===== config.mk =====
export PLATFORM = sky130hd
export DESIGN_NAME = fifo_nway
export DESIGN_NICKNAME = d
export VERILOG_FILES = /design/src/rtl/fifo_nway.sv
export SDC_FILE = /design/constraint.sdc
export NUM_CORES = 1
export LEC_CHECK = 0
export CORE_ASPECT_RATIO = 1.75
export CORE_MARGIN = 2
export CORE_UTILIZATION = 50
export DETAILED_ROUTE_END_ITERATION = 16
export PLACE_DENSITY = 0.74
export SETUP_SLACK_MARGIN = 0.02
export SLEW_MARGIN = 20
export SYNTH_ARGS = -nofsm -noshare
export SYNTH_HDL_FRONTEND = slang
export SYNTH_SLANG_ARGS = --single-unit
export TNS_END_PERCENT = 30

===== constraint.sdc =====
create_clock -name clk -period 5.4 [get_ports clk]
set_clock_uncertainty 0.1 [all_clocks]
set_input_delay 0.54 -clock clk [delete_from_list [all_inputs] [get_ports clk]]
set_output_delay 0.54 -clock clk [all_outputs]
set_load 0.01 [all_outputs]

===== src/rtl/fifo_nway.sv =====
// ---------------------------------------------------------------------------
// fifo_nway
//   N-way synchronous FIFO. Up to WAYS entries can be pushed and up to WAYS
//   entries can be popped on every rising edge. Reads are first-word
//   fall-through: an entry pushed at edge N is visible on data_out after N.
//
// Optional feature macro: FIFO_NWAY_FLUSH_EN
//   When it is defined, a synchronous flush input empties the FIFO. Reset
//   takes priority over flush.
//
// Parameters
//   WIDTH  data bits per lane
//   DEPTH  number of entries; must be a power of two and >= 2*WAYS
//   WAYS   lanes on each side, >= 1
//
// Ports
//   clk        rising-edge clock
//   reset      synchronous, active-high
//   flush      synchronous empty (present only with FIFO_NWAY_FLUSH_EN)
//   data_in    producer lanes, lane i = data_in[i*WIDTH +: WIDTH]
//   valid_in   producer lane valids (thermometer from lane 0)
//   able_in    lane i may push this cycle (thermometer)
//   data_out   lane i = entry at head+i, zero when that lane is not valid
//   valid_out  lane i holds a valid entry (thermometer)
//   ready_out  consumer accepts lane i (thermometer)
//   count      current occupancy, 0..DEPTH
//
// Handshake: lane i of the write side transfers on an edge when valid_in[i]
// and able_in[i] are both high, and so do all lanes below it. Lane i of the
// read side transfers when ready_out[i] and valid_out[i] are both high, and
// so do all lanes below it. The first lane that does not transfer ends the
// transfer for that side, so higher lanes are ignored even when both high.
// ---------------------------------------------------------------------------
module fifo_nway #(
  parameter int WIDTH = 8,
  parameter int DEPTH = 16,
  parameter int WAYS  = 3
) (
  input  logic                         clk,
  input  logic                         reset,
`ifdef FIFO_NWAY_FLUSH_EN
  input  logic                         flush,
`endif
  input  logic [WAYS*WIDTH-1:0]        data_in,
  input  logic [WAYS-1:0]              valid_in,
  output logic [WAYS-1:0]              able_in,
  output logic [WAYS*WIDTH-1:0]        data_out,
  output logic [WAYS-1:0]              valid_out,
  input  logic [WAYS-1:0]              ready_out,
  output logic [$clog2(DEPTH+1)-1:0]   count
);

  localparam int PW = $clog2(DEPTH);
  localparam int CW = $clog2(DEPTH+1);
  localparam int NW = $clog2(WAYS+1);

  logic [WIDTH-1:0] mem [DEPTH];
  logic [PW-1:0]    wr_ptr;
  logic [PW-1:0]    rd_ptr;
  logic [CW-1:0]    count_q;
  logic [NW-1:0]    push_n;
  logic [NW-1:0]    pop_n;
  logic             clr;

  // Length of the unbroken run of ones starting at lane 0.
  function automatic logic [NW-1:0] run_len(input logic [WAYS-1:0] v);
    logic [NW-1:0] n;
    logic          run;
    n   = '0;
    run = 1'b1;
    for (int i = 0; i < WAYS; i++) begin
      run = run & v[i];
      if (run) n = n + NW'(1);
    end
    return n;
  endfunction

`ifdef FIFO_NWAY_FLUSH_EN
  assign clr = reset | flush;
`else
  assign clr = reset;
`endif

  assign count = count_q;

  // Lane status comes from the registered count only: a pop in the same
  // cycle never frees space for a push, which keeps able_in off the
  // consumer's combinational path.
  always_comb begin
    able_in   = '0;
    valid_out = '0;
    data_out  = '0;
    for (int i = 0; i < WAYS; i++) begin
      able_in[i]  = (DEPTH - int'(count_q)) > i;
      valid_out[i] = int'(count_q) > i;
      if (valid_out[i]) data_out[i*WIDTH +: WIDTH] = mem[rd_ptr + PW'(i)];
    end
  end

  always_comb begin
    push_n = run_len(valid_in & able_in);
    pop_n  = run_len(ready_out & valid_out);
  end

  // Storage is not reset; pointers and count alone define what is valid.
  // Writes are suppressed on a clearing edge so that push is discarded.
  always_ff @(posedge clk) begin
    if (!clr) begin
      for (int k = 0; k < WAYS; k++) begin
        if (k < int'(push_n)) mem[wr_ptr + PW'(k)] <= data_in[k*WIDTH +: WIDTH];
      end
    end
  end

  // Pointers wrap naturally because DEPTH is a power of two.
  always_ff @(posedge clk) begin
    if (clr) begin
      wr_ptr  <= '0;
      rd_ptr  <= '0;
      count_q <= '0;
    end else begin
      wr_ptr  <= wr_ptr + PW'(push_n);
      rd_ptr  <= rd_ptr + PW'(pop_n);
      count_q <= count_q + CW'(push_n) - CW'(pop_n);
    end
  end

endmodule


### Word-level counts from Yosys, hierarchy flattened

Memories as Yosys holds them, arrays and structs flattened. A register that Yosys moved wholly into a read port is not among the register bits.
Cells that the tools add are included.

| storage, ports and cells | value |
|---|---|
| output and inout bits | 35 |
| flip-flop bits (word level) | 13 |
| memories kept | 1 |
| bits of input ports | 32 |
| bits in read-only memories | 0 |
| RAM bits | 128 |
| latch bits | 0 |

| operators by class | value |
|---|---|
| shifts and indexed selects | 0 |
| $lt $le $gt $ge | 9 |
| $mul | 0 |
| add/subtract/negate cells | 13 |
| muxes and demuxes | 19 |
| equality and inequality tests | 0 |
| reductions and logical operators | 0 |
| bitwise logic cells | 6 |
| div/mod/pow operators | 0 |

Memory list:

| name | depth | width | rd ports | clocked after memory_dff | write ports | RTL line | text |
|---|---|---|---|---|---|---|---|
| mem | 16 | 8 | 3 | 1 | 3 | 57 | `logic [WIDTH-1:0] mem [DEPTH];` |

Operators with widths:

| cell | number |
|---|---|
| $mux W8 | 3 |
| $mux W1 | 11 |
| $gt A5 B1 Y1 const B | 2 |
| $add A2 B1 Y2 const B | 4 |
| $add A4 B1 Y4 const B | 2 |
| $add A4 B2 Y4 | 2 |
| $add A4 B2 Y4 const B | 2 |
| $mux W2 | 4 |
| $and A3 B3 Y3 | 2 |
| $gt A6 B1 Y1 const B | 1 |
| $gt A6 B2 Y1 const B | 1 |
| $gt A6 B3 Y1 const B | 1 |
| $sub A5 B5 Y6 const A | 1 |
| $add A5 B2 Y5 | 1 |
| $gt A5 B2 Y1 const B | 1 |
| $sub A5 B2 Y5 | 1 |
| $and A1 B1 Y1 | 4 |
| $lt A1 B2 Y1 const A | 2 |
| $mux W4 | 1 |
| $lt A2 B2 Y1 const A | 1 |

### Longest topological paths before layout

Gate-level depths: netlist of the first run.

| logic depth | value |
|---|---|
| depth in word-level cells | 12 |
| gate-level depth with buffers | 17 |
| gate-level depth less buffers | 17 |

### Worst setup path after synthesis of the first run

No wires, ideal clock.

| timing | value |
|---|---|
| path kind | reg2reg |
| start point | register count_q[0] (netlist: count[0]) |
| end point | register count_q[4] (netlist: count[4]) |
| buffers on the path | 0 |
| stages on the path, launching flop included | 18 |
| clock period less this slack | 3.978 ns |
| arrival | 3.807 ns |
| path slack | 1.422 ns |
| cells stage by stage | dfxtp_1 -> inv_1 -> ha_1 -> and2_1 -> ha_1 -> nor2b_1 -> o21a_4 -> nor2_1 -> nand2_1 -> nor2_1 -> inv_1 -> fa_1 -> inv_1 -> fa_1 -> a21oi_1 -> nor2_1 -> or3_1 -> a21oi_1 |

| between the ends | value |
|---|---|
| word-level cells in the longest chain between the ends | 10 |
| elaborated cells between the ends (all ways) | 25 |
| classes of those cells | add/sub: 7; order compare: 6; mux: 6; bitwise: 6 |

Ends and longest elaborated chain:

| element | RTL line | text |
|---|---|---|
| from (decl) | 60 | `logic [CW-1:0] count_q;` |
| from (signal assigned) | 124 | `count_q <= count_q + CW'(push_n) - CW'(pop_n);` |
| $sub A5 B5 Y6 (*) | 94 | `able_in[i] = (DEPTH - int'(count_q)) > i;` |
| $gt A6 B1 Y1 (*) | 94 |  |
| via able_in[0] | 46 | `output logic [WAYS-1:0] able_in,` |
| $and A3 B3 Y3 (*) | 101 | `push_n = run_len(valid_in & able_in);` |
| $mux W1 | 73 | `if (run) n = n + NW'(1);` |
| $add A2 B1 Y2 | 73 |  |
| $mux W2 | 73 |  |
| $add A2 B1 Y2 | 73 |  |
| $mux W2 (*) | 73 |  |
| $add A5 B2 Y5 (*) | 124 |  |
| $sub A5 B2 Y5 (*) | 124 |  |

The timed path passes the listed nets; every way through them passes the cells marked *.
A chain may end at the register's enable or synchronous reset.

### Worst setup path after layout of the first run

| timing | value |
|---|---|
| start point | register rd_ptr[1] |
| end point | output data_out[15] |

| between the ends | value |
|---|---|
| word-level cells in the longest chain between the ends | 3 |

Ends and longest elaborated chain:

| element | RTL line | text |
|---|---|---|
| from (decl) | 59 | `logic [PW-1:0] rd_ptr;` |
| from (signal assigned) | 123 | `rd_ptr <= rd_ptr + PW'(pop_n);` |
| $add A4 B1 Y4 | 96 | `if (valid_out[i]) data_out[i*WIDTH +: WIDTH] = mem[rd_ptr + PW'(i)];` |
| $mem_v2 Z16 W8 | - |  |
| $mux W8 | 96 |  |
| to (decl) | 47 | `output logic [WAYS*WIDTH-1:0] data_out,` |

Every way passes these cells.

==> load_flow_metrics.sql, run 1 <==
INSERT INTO impl_metrics (metric_group, metric, value, unit) VALUES
('status', 'status', 'finished, final reports clean', ''),
('flow_run', 'max_cap_violations', '0', ''),
('detailed_routing', 'route.detailed.wl_per_inst', '30.0', 'um'),
('floorplanning', 'rows', '73', ''),
('worst_setup_path', 'cp-end-kind', 'output port', ''),
('sta', 'final_period_minus_worst_setup_slack', '4.43', 'ns'),
('grt', 'vias_in_the_first_global_route', '8879', ''),
('placed_design', 'dp_hpwl', '28.5', 'mm'),
('detailed_routing', 'ant_nets', '0', ''),
('sta', 'grt_setup_unrepaired', 'false', ''),
('pwr', 'power_per_cell_area', '469', 'mW/mm2'),
('worst_setup_path', 'critPathMaxStageDelay', '0.74', 'ns'),
('cells_and_area', 'fin_cells', '1291', ''),
('clocking', 'clk_latency', '0.45', 'ns'),
('sta', 'final.period_utilization', '81.9', '%'),
('sta', 'final_hold_vio_count', '0', ''),
('floorplanning', 'floorplan.initialDensity', '50.9', '%'),
('grt', 'grt_use_total', '32.6', '%'),
('clocking', 'clock_tree_buffer_depth', '2', ''),
('worst_setup_path', 'critical_path_required', '4.76', 'ns'),
('worst_setup_path', 'timing.critical_path.cells', 'ha_1 -> buf_4 -> mux4_2 -> a211oi_1 -> a211oi_1 -> clkdlybuf4s50_1', ''),
('clocking', 'cts.hold.buffers_added', '0', ''),
('synthesis', 'synth_area', '0.0115', 'mm2'),
('synthesis', 'synth_largest_area_cell', 'sky130_fd_sc_hd__edfxtp_1', ''),
('worst_setup_path', 'critPathKind', 'flop to output port', ''),
('detailed_routing', 'vias', '9147', ''),
('clocking', 'cts.clk_slew.worst_paths', '0.07', 'ns'),
('worst_setup_path', 'cp-start-kind', 'flop', ''),
('synthesis', 'synth_cells', '954', ''),
('grt', 'grt_overflow', '0', ''),
('worst_setup_path', 'crit_top_cell', 'sky130_fd_sc_hd__a211oi_1', ''),
('detailed_routing', 'detail_route.drc_violations', '0', ''),
('synthesis', 'synth_top_flop_cell', 'sky130_fd_sc_hd__edfxtp_1', ''),
('min_path', 'worstHoldPathType', 'flop to flop', ''),
('placed_design', 'portBuffers', '66', ''),
('worst_setup_path', 'cp_max_fo', '23', ''),
('pwr', 'power.leakage', '0.00459', 'uW'),
('worst_setup_path', 'cp_slowest_cell', 'sky130_fd_sc_hd__dfxtp_2', ''),
('cells_and_area', 'final_net_count', '1035', ''),
('clocking', 'htree_num_levels', '4', ''),
('clocking', 'tritoncts', 'yes', ''),
('detailed_routing', 'post_drt_via_cell_ratio', '7.09', ''),
('pwr', 'vdd_drop_max', '0.323', 'mV'),
('clocking', 'cts.root.buffer_cell', 'sky130_fd_sc_hd__clkbuf_16', ''),
('floorplanning', 'die_w', '119', 'um'),
('cells_and_area', 'antenna_cells', '0', ''),
('floorplanning', 'die_h', '205', 'um'),
('sta', 'setup_viol_count_final', '0', ''),
('cells_and_area', 'syn_to_final_growth', '13.1', '%'),
('placed_design', 'place_congestion', '1.01', ''),
('synthesis', 'synth_async_sr_flop_share', '0', '%'),
('detailed_routing', 'dr.pass1.iters', '7', ''),
('detailed_routing', 'routed_wl', '38.7', 'mm'),
('sta', 'max_freq', '226', 'MHz'),
('synthesis', 'postSynthAreaPerCell', '12.1', 'um2'),
('sta', 'final_slew_viol_count', '0', ''),
('synthesis', 'synthDistinctLibCells', '59', ''),
('pwr', 'total_power', '6110', 'uW'),
('synthesis', 'synthTopCellsByArea', 'sky130_fd_sc_hd__edfxtp_1 (33%), sky130_fd_sc_hd__mux4_2 (22%), sky130_fd_sc_hd__mux2_2 (7.4%)', ''),
('synthesis', 'yosys_warnings', '0', ''),
('cells_and_area', 'num-fill-cells', '1920', ''),
('synthesis', 'ys_seq_area_share', '35.6', '%'),
('detailed_routing', 'detailed_route_iter0_violations', '1101', ''),
('worst_setup_path', 'worst-endpoint-arrival', '3.79', 'ns'),
('sta', 'timing.slew.headroom', '28.3', '%'),
('synthesis', 'synth.net_count', '1011', ''),
('placed_design', 'dpl.cell_count', '1259', ''),
('floorplanning', 'core-area', '0.0227', 'mm2'),
('sta', 'worstMarginPinSlew', '1.07', 'ns'),
('synthesis', 'synth_top_area_share', '33.4', '%'),
('clocking', 'postCtsResizedCells', '0', ''),
('grt', 'grt_start_max_net_pins', '99', ''),
('synthesis', 'postSynthRegisterBits', '141', ''),
('clocking', 'postCtsSetupBuffers', '0', ''),
('clocking', 'tritoncts_num_sinks', '141', ''),
('cells_and_area', 'drive_above_1_share', '27.2', '%'),
('sta', 'tns', '0', 'ns'),
('grt', 'global_route_wire_length_before_repair', '57.0', 'mm'),
('floorplanning', 'io-pin-count', '67', ''),
('grt', 'antenna_found_initial', '0', ''),
('floorplanning', 'floorplan.die_area', '0.0243', 'mm2'),
('synthesis', 'synth_edf_count', '128', ''),
('clocking', 'cts_made_buffers', '17', '');
==> sequential cells by signal, indices dropped and copies added (netlist names) <==
signal / cells
rd_ptr: 4
count: 5
mem: 128
wr_ptr: 4
==> critical path: cells and delay by family (launching register included) <==
family	cells	cell delay [ns]
flip-flops	1	0.74
AO/OA/AOI/OAI	2	0.60
buffers and inverters	2	1.07
adder cells (fa/ha/maj)	1	0.54
multiplexers	1	0.35
==> where the power goes <==
group          leakage, uW  switching (uW)  internal [uW]
registers          0.00126             135           1280
logic              0.00304            1780           1680
clock network     0.000292             512            733
total              0.00459            2430           3690
==> metal layers <==
metal | vias up | wire length [um] | GRT usage [%]
met3 | 167 | 3320 | 6.18
li1 | 3831 | - | -
met2 | 625 | 19700 | 56.7
met4 | 0 | 3840 | 26.1
met1 | 4524 | 11900 | 34.0
met5 | - | 0 | 0
==> synth_stat cells (4+ instances only) <==
cell type and instances:
sky130_fd_sc_hd__edfxtp_1 128, sky130_fd_sc_hd__mux4_2 112, sky130_fd_sc_hd__nor2_1 107, sky130_fd_sc_hd__a21oi_1 85, sky130_fd_sc_hd__mux2_2 76, sky130_fd_sc_hd__mux2i_1 72
sky130_fd_sc_hd__clkbuf_1 61, sky130_fd_sc_hd__ha_1 21, sky130_fd_sc_hd__nand2_1 19, sky130_fd_sc_hd__nor2b_1 19, sky130_fd_sc_hd__nand3_1 18, sky130_fd_sc_hd__a211oi_1 16
sky130_fd_sc_hd__inv_1 16, sky130_fd_sc_hd__dfxtp_1 13, sky130_fd_sc_hd__a22o_1 12, sky130_fd_sc_hd__and3_1 11, sky130_fd_sc_hd__buf_1 11, sky130_fd_sc_hd__a31oi_1 10
sky130_fd_sc_hd__and2_1 10, sky130_fd_sc_hd__o21ai_0 10, sky130_fd_sc_hd__nand4_1 9, sky130_fd_sc_hd__xnor2_1 9, sky130_fd_sc_hd__mux2_1 8, sky130_fd_sc_hd__mux2_4 8
sky130_fd_sc_hd__o31a_1 8, sky130_fd_sc_hd__buf_2 7, sky130_fd_sc_hd__nor3_1 7, sky130_fd_sc_hd__nand2b_1 5, sky130_fd_sc_hd__o211ai_1 5, sky130_fd_sc_hd__o31ai_1 5
sky130_fd_sc_hd__or3_1 5, sky130_fd_sc_hd__a22oi_1 4, sky130_fd_sc_hd__fa_1 4
==> worst paths after layout <==
path | startpoint | to | cells after the start | slack, ns
worst max register to register | count[0] | mem[8][0] | 9 | 1.05
worst min-delay path | wr_ptr[3] | wr_ptr[3] | 2 | 0.65
worst min register to register | wr_ptr[3] | wr_ptr[3] | 2 | 0.65
worst max-delay path | rd_ptr[1] | data_out[15] | 6 | 0.97
==> through the flow <==
step                area (um2)  utilization (%)  worst slack, ns  hold WS [ns]
detailed placement       12400             54.8             1.07         0.634
global placement         12400             54.8             1.13         0.634
finish                   13000             57.5            0.975         0.651
floorplan                11500                -             1.42         0.486
global route             13000             57.5            0.746         0.681
CTS                      13000             57.5             1.03         0.643
==> placed cells by master (no fill, tap or decap), types with 4 or more instances in the layout <==
cell                              netlist  layout
sky130_fd_sc_hd__nor2_1               107     107
sky130_fd_sc_hd__nand4_1                9       9
sky130_fd_sc_hd__nand2_1               19      19
sky130_fd_sc_hd__ha_1                  21      21
sky130_fd_sc_hd__o211ai_1               5       5
sky130_fd_sc_hd__a22o_1                12      12
sky130_fd_sc_hd__edfxtp_1             128     128
sky130_fd_sc_hd__or3_1                  5       5
sky130_fd_sc_hd__fa_1                   4       4
sky130_fd_sc_hd__a211oi_1              16      16
sky130_fd_sc_hd__clkinv_4               0       5
sky130_fd_sc_hd__a31oi_1               10      10
sky130_fd_sc_hd__o31ai_1                5       5
sky130_fd_sc_hd__mux2_4                 8       8
sky130_fd_sc_hd__mux2i_1               72      72
sky130_fd_sc_hd__nand2b_1               5       5
sky130_fd_sc_hd__nor3_1                 7       6
sky130_fd_sc_hd__mux4_2               112     112
sky130_fd_sc_hd__clkdlybuf4s50_1        0      66
sky130_fd_sc_hd__and3_1                11      11
sky130_fd_sc_hd__clkbuf_16              0      17
sky130_fd_sc_hd__and2_1                10      10
sky130_fd_sc_hd__a21oi_1               85      85
sky130_fd_sc_hd__o21ai_0               10      10
sky130_fd_sc_hd__xnor2_1                9       8
sky130_fd_sc_hd__inv_1                 16      16
sky130_fd_sc_hd__a22oi_1                4       4
sky130_fd_sc_hd__nor2b_1               19      19
sky130_fd_sc_hd__mux2_1                 8       8
sky130_fd_sc_hd__buf_4                  1      19
sky130_fd_sc_hd__mux2_2                76      76
sky130_fd_sc_hd__o31a_1                 8       8
sky130_fd_sc_hd__nand3_1               18      18
sky130_fd_sc_hd__dfxtp_1               13      11
==> cells by family (layout without fill, tap and decap cells) <==
logic type               after synthesis  after routing  share of synthesized area (%)
AO/OA/AOI/OAI                        170            170                           9.25
XOR/XNOR                              12             12                          0.912
adder cells (fa/ha/maj)               25             25                           2.98
buffers and inverters                 99            136                           3.40
flip-flops                           141            141                           35.6
multiplexers                         276            276                           37.4
AND/OR/NAND/NOR                      231            231                           10.5
==> final cells by class <==
class / count / area, um2 / share of cell area [%]
clock buffer: 17 / 425 / 3.26
multi-input combinational: 714 / 7040 / 54.0
timing repair buffer: 86 / 823 / 6.32
sequential: 141 / 4110 / 31.5
inverter: 18 / 67.6 / 0.518
tap: 300 / 375 / 2.88
clock inverter: 15 / 190 / 1.46
(Power assumes the default switching activity.)
==> inputs of run 2 (changes only) <==
PLACE_DENSITY = 0.76   (was 0.74)
clock period = 3.8 ns   (was 5.4 ns; I/O delays follow)
==> load_flow_metrics.sql, run 2 (synthesis results as in run 1) <==
INSERT INTO impl_metrics (metric_group, metric, value, unit) VALUES
('status', 'status', 'finished, final reports clean', ''),
('cells_and_area', 'largest_reg_flops', '128', ''),
('sta', 'setup_viol_count_final', '0', ''),
('floorplanning', 'core-area', '0.0227', 'mm2'),
('sta', 'worst_hold_slack', '0.560', 'ns'),
('worst_setup_path', 'cp-start-kind', 'flop', ''),
('worst_setup_path', 'cp_max_fo', '43', ''),
('worst_setup_path', 'worst-endpoint-arrival', '3.16', 'ns'),
('floorplanning', 'die_h', '205', 'um'),
('cells_and_area', 'fin_cells', '1355', ''),
('worst_setup_path', 'critPathMaxStageDelay', '0.65', 'ns'),
('cells_and_area', 'layout.cells.most_common', 'sky130_fd_sc_hd__edfxtp_1', ''),
('worst_setup_path', 'critPathKind', 'flop to output port', ''),
('placed_design', 'dp_hpwl', '29.6', 'mm'),
('pwr', 'power.leakage', '0.00489', 'uW'),
('min_path', 'worstHoldPathType', 'flop to flop', ''),
('clocking', 'cts.root.buffer_cell', 'sky130_fd_sc_hd__clkbuf_16', ''),
('floorplanning', 'floorplan.initialDensity', '50.9', '%'),
('grt', 'grt_start_max_net_pins', '44', ''),
('worst_setup_path', 'critical_path_required', '3.32', 'ns'),
('clocking', 'clk_latency', '0.44', 'ns'),
('cells_and_area', 'num-fill-cells', '1864', ''),
('worst_setup_path', 'cp-end-kind', 'output port', ''),
('sta', 'timing.slew.headroom', '23.5', '%'),
('worst_setup_path', 'cp_slowest_cell', 'sky130_fd_sc_hd__mux4_2', ''),
('clocking', 'cts.clk_slew.worst_paths', '0.06', 'ns'),
('detailed_routing', 'ant_nets', '0', ''),
('sta', 'max_freq', '275', 'MHz'),
('clocking', 'tritoncts_num_sinks', '141', ''),
('flow_run', 'max_cap_violations', '0', ''),
('cells_and_area', 'multi_input_comb_area', '0.00708', 'mm2'),
('pwr', 'vdd_drop_max', '0.491', 'mV'),
('grt', 'vias_in_the_first_global_route', '9374', ''),
('cells_and_area', 'drive_above_1_share', '32.4', '%'),
('worst_setup_path', 'crit_top_cell', 'sky130_fd_sc_hd__mux4_2', ''),
('placed_design', 'place_congestion', '1.05', ''),
('floorplanning', 'io-pin-count', '67', ''),
('detailed_routing', 'route.detailed.wl_per_inst', '30.2', 'um'),
('detailed_routing', 'detailed_route_iter0_violations', '1348', ''),
('floorplanning', 'die_w', '119', 'um'),
('sta', 'final.period_utilization', '95.7', '%'),
('clocking', 'cts_made_buffers', '17', ''),
('worst_setup_path', 'timing.critical_path.cells', 'buf_12 -> mux4_2 -> mux4_2 -> and3_1 -> clkdlybuf4s50_1', ''),
('cells_and_area', 'seq_area', '0.00411', 'mm2'),
('placed_design', 'portBuffers', '66', ''),
('grt', 'antenna_found_initial', '1', ''),
('placed_design', 'dpl.cell_count', '1320', ''),
('pwr', 'total_power', '8960', 'uW'),
('grt', 'grt_overflow', '0', ''),
('sta', 'worstMarginPinSlew', '1.14', 'ns'),
('floorplanning', 'rows', '73', ''),
('cells_and_area', 'most_used_cells_in_the_layout_excluding_fill_and_tap_cells', 'sky130_fd_sc_hd__edfxtp_1 (128), sky130_fd_sc_hd__mux4_2 (112), sky130_fd_sc_hd__nor2_1 (106), sky130_fd_sc_hd__a21oi_1 (82), sky130_fd_sc_hd__buf_4 (78)', ''),
('grt', 'global_route_wire_length_before_repair', '60.4', 'mm'),
('clocking', 'cts.hold.buffers_added', '0', ''),
('sta', 'final_slew_viol_count', '0', ''),
('cells_and_area', 'syn_to_final_growth', '17.6', '%'),
('grt', 'grt_use_total', '34.4', '%'),
('detailed_routing', 'routed_wl', '40.9', 'mm'),
('floorplanning', 'floorplan.die_area', '0.0243', 'mm2'),
('clocking', 'tritoncts', 'yes', ''),
('detailed_routing', 'dr.pass1.iters', '5', ''),
('sta', 'final_hold_vio_count', '0', ''),
('clocking', 'clock_tree_buffer_depth', '2', ''),
('detailed_routing', 'post_drt_via_cell_ratio', '6.98', ''),
('cells_and_area', 'final_net_count', '1098', ''),
('clocking', 'htree_num_levels', '4', ''),
('detailed_routing', 'vias', '9462', ''),
('cells_and_area', 'max_flop_register', 'mem', ''),
('pwr', 'power_per_cell_area', '661', 'mW/mm2'),
('detailed_routing', 'detail_route.drc_violations', '0', ''),
('sta', 'final_period_minus_worst_setup_slack', '3.64', 'ns');
==> run 2: cell types whose count changed in the layout (fill, tap and decap cells not counted), sizes merged <==
| cell | delta |
|---|---|
| inv | +1 |
| bufinv | -1 |
| clkinvlp | +3 |
| diode | +1 |
| buf | +62 |
| clkinv | -3 |
| clkbuf | +1 |
==> run 2: path summary, 6_finish.rpt <==
path / startpoint / endpoint / slack (ns) / cells after the start
hold / removal: rd_ptr[2] / rd_ptr[2] / 0.56 / 2
setup reg to reg: count[3] / count[4] / 0.19 / 17
setup / recovery: rd_ptr[0] / data_out[23] / 0.16 / 5
hold reg to reg: rd_ptr[2] / rd_ptr[2] / 0.56 / 2
==> run 2: report_power, final <==
part	internal [uW]	switching, uW	leakage, uW
Clock	973	729	0.000269
Sequential	1820	137	0.00126
Combinational	2640	2660	0.00336
==> run 2: per-layer routing <==
layer / part of all wire (%) / GRT usage (%)
met3: 9.8 / 6.38
met1: 30 / 36.6
met5: 0 / 0
met2: 49 / 58.6
met4: 10 / 28.8
==> run 2: layout make-up <==
type | instances | share of cell area [%]
Multi-Input combinational cell | 714 | 52.2
Sequential cell | 141 | 30.3
Timing Repair Buffer | 149 | 9.84
Clock buffer | 17 | 3.14
Tap cell | 300 | 2.77
Clock inverter | 15 | 1.20
Inverter | 18 | 0.498
Antenna cell | 1 | 0.0185
==> run 2: critical path: cells and delay by family (launching register included) <==
kind,cells,cell delay (ns)
buffers and inverters,2,0.80
DFF,1,0.48
muxes,2,1.17
and+or+nand+nor,1,0.20
==> run 2: timing repair <==
item,4_1_cts,5_1_grt
setup endpoints to repair,1,1
resized for setup,0,7
setup buffers,1,0
gates cloned,0,0
pin swaps,2,2
==> run 2: metrics by stage <==
step	util (%)	setup slack [ns]	cell area (um2)	setup TNS (ns)
floorplan	-	0.0638	11500	0
global placement	57.0	0.0634	12900	0
detailed placement	57.0	-0.0181	12900	-0.0181
CTS	59.6	0.0307	13500	0
global route	59.8	-0.0279	13600	-0.0279
finish	59.8	0.164	13600	0
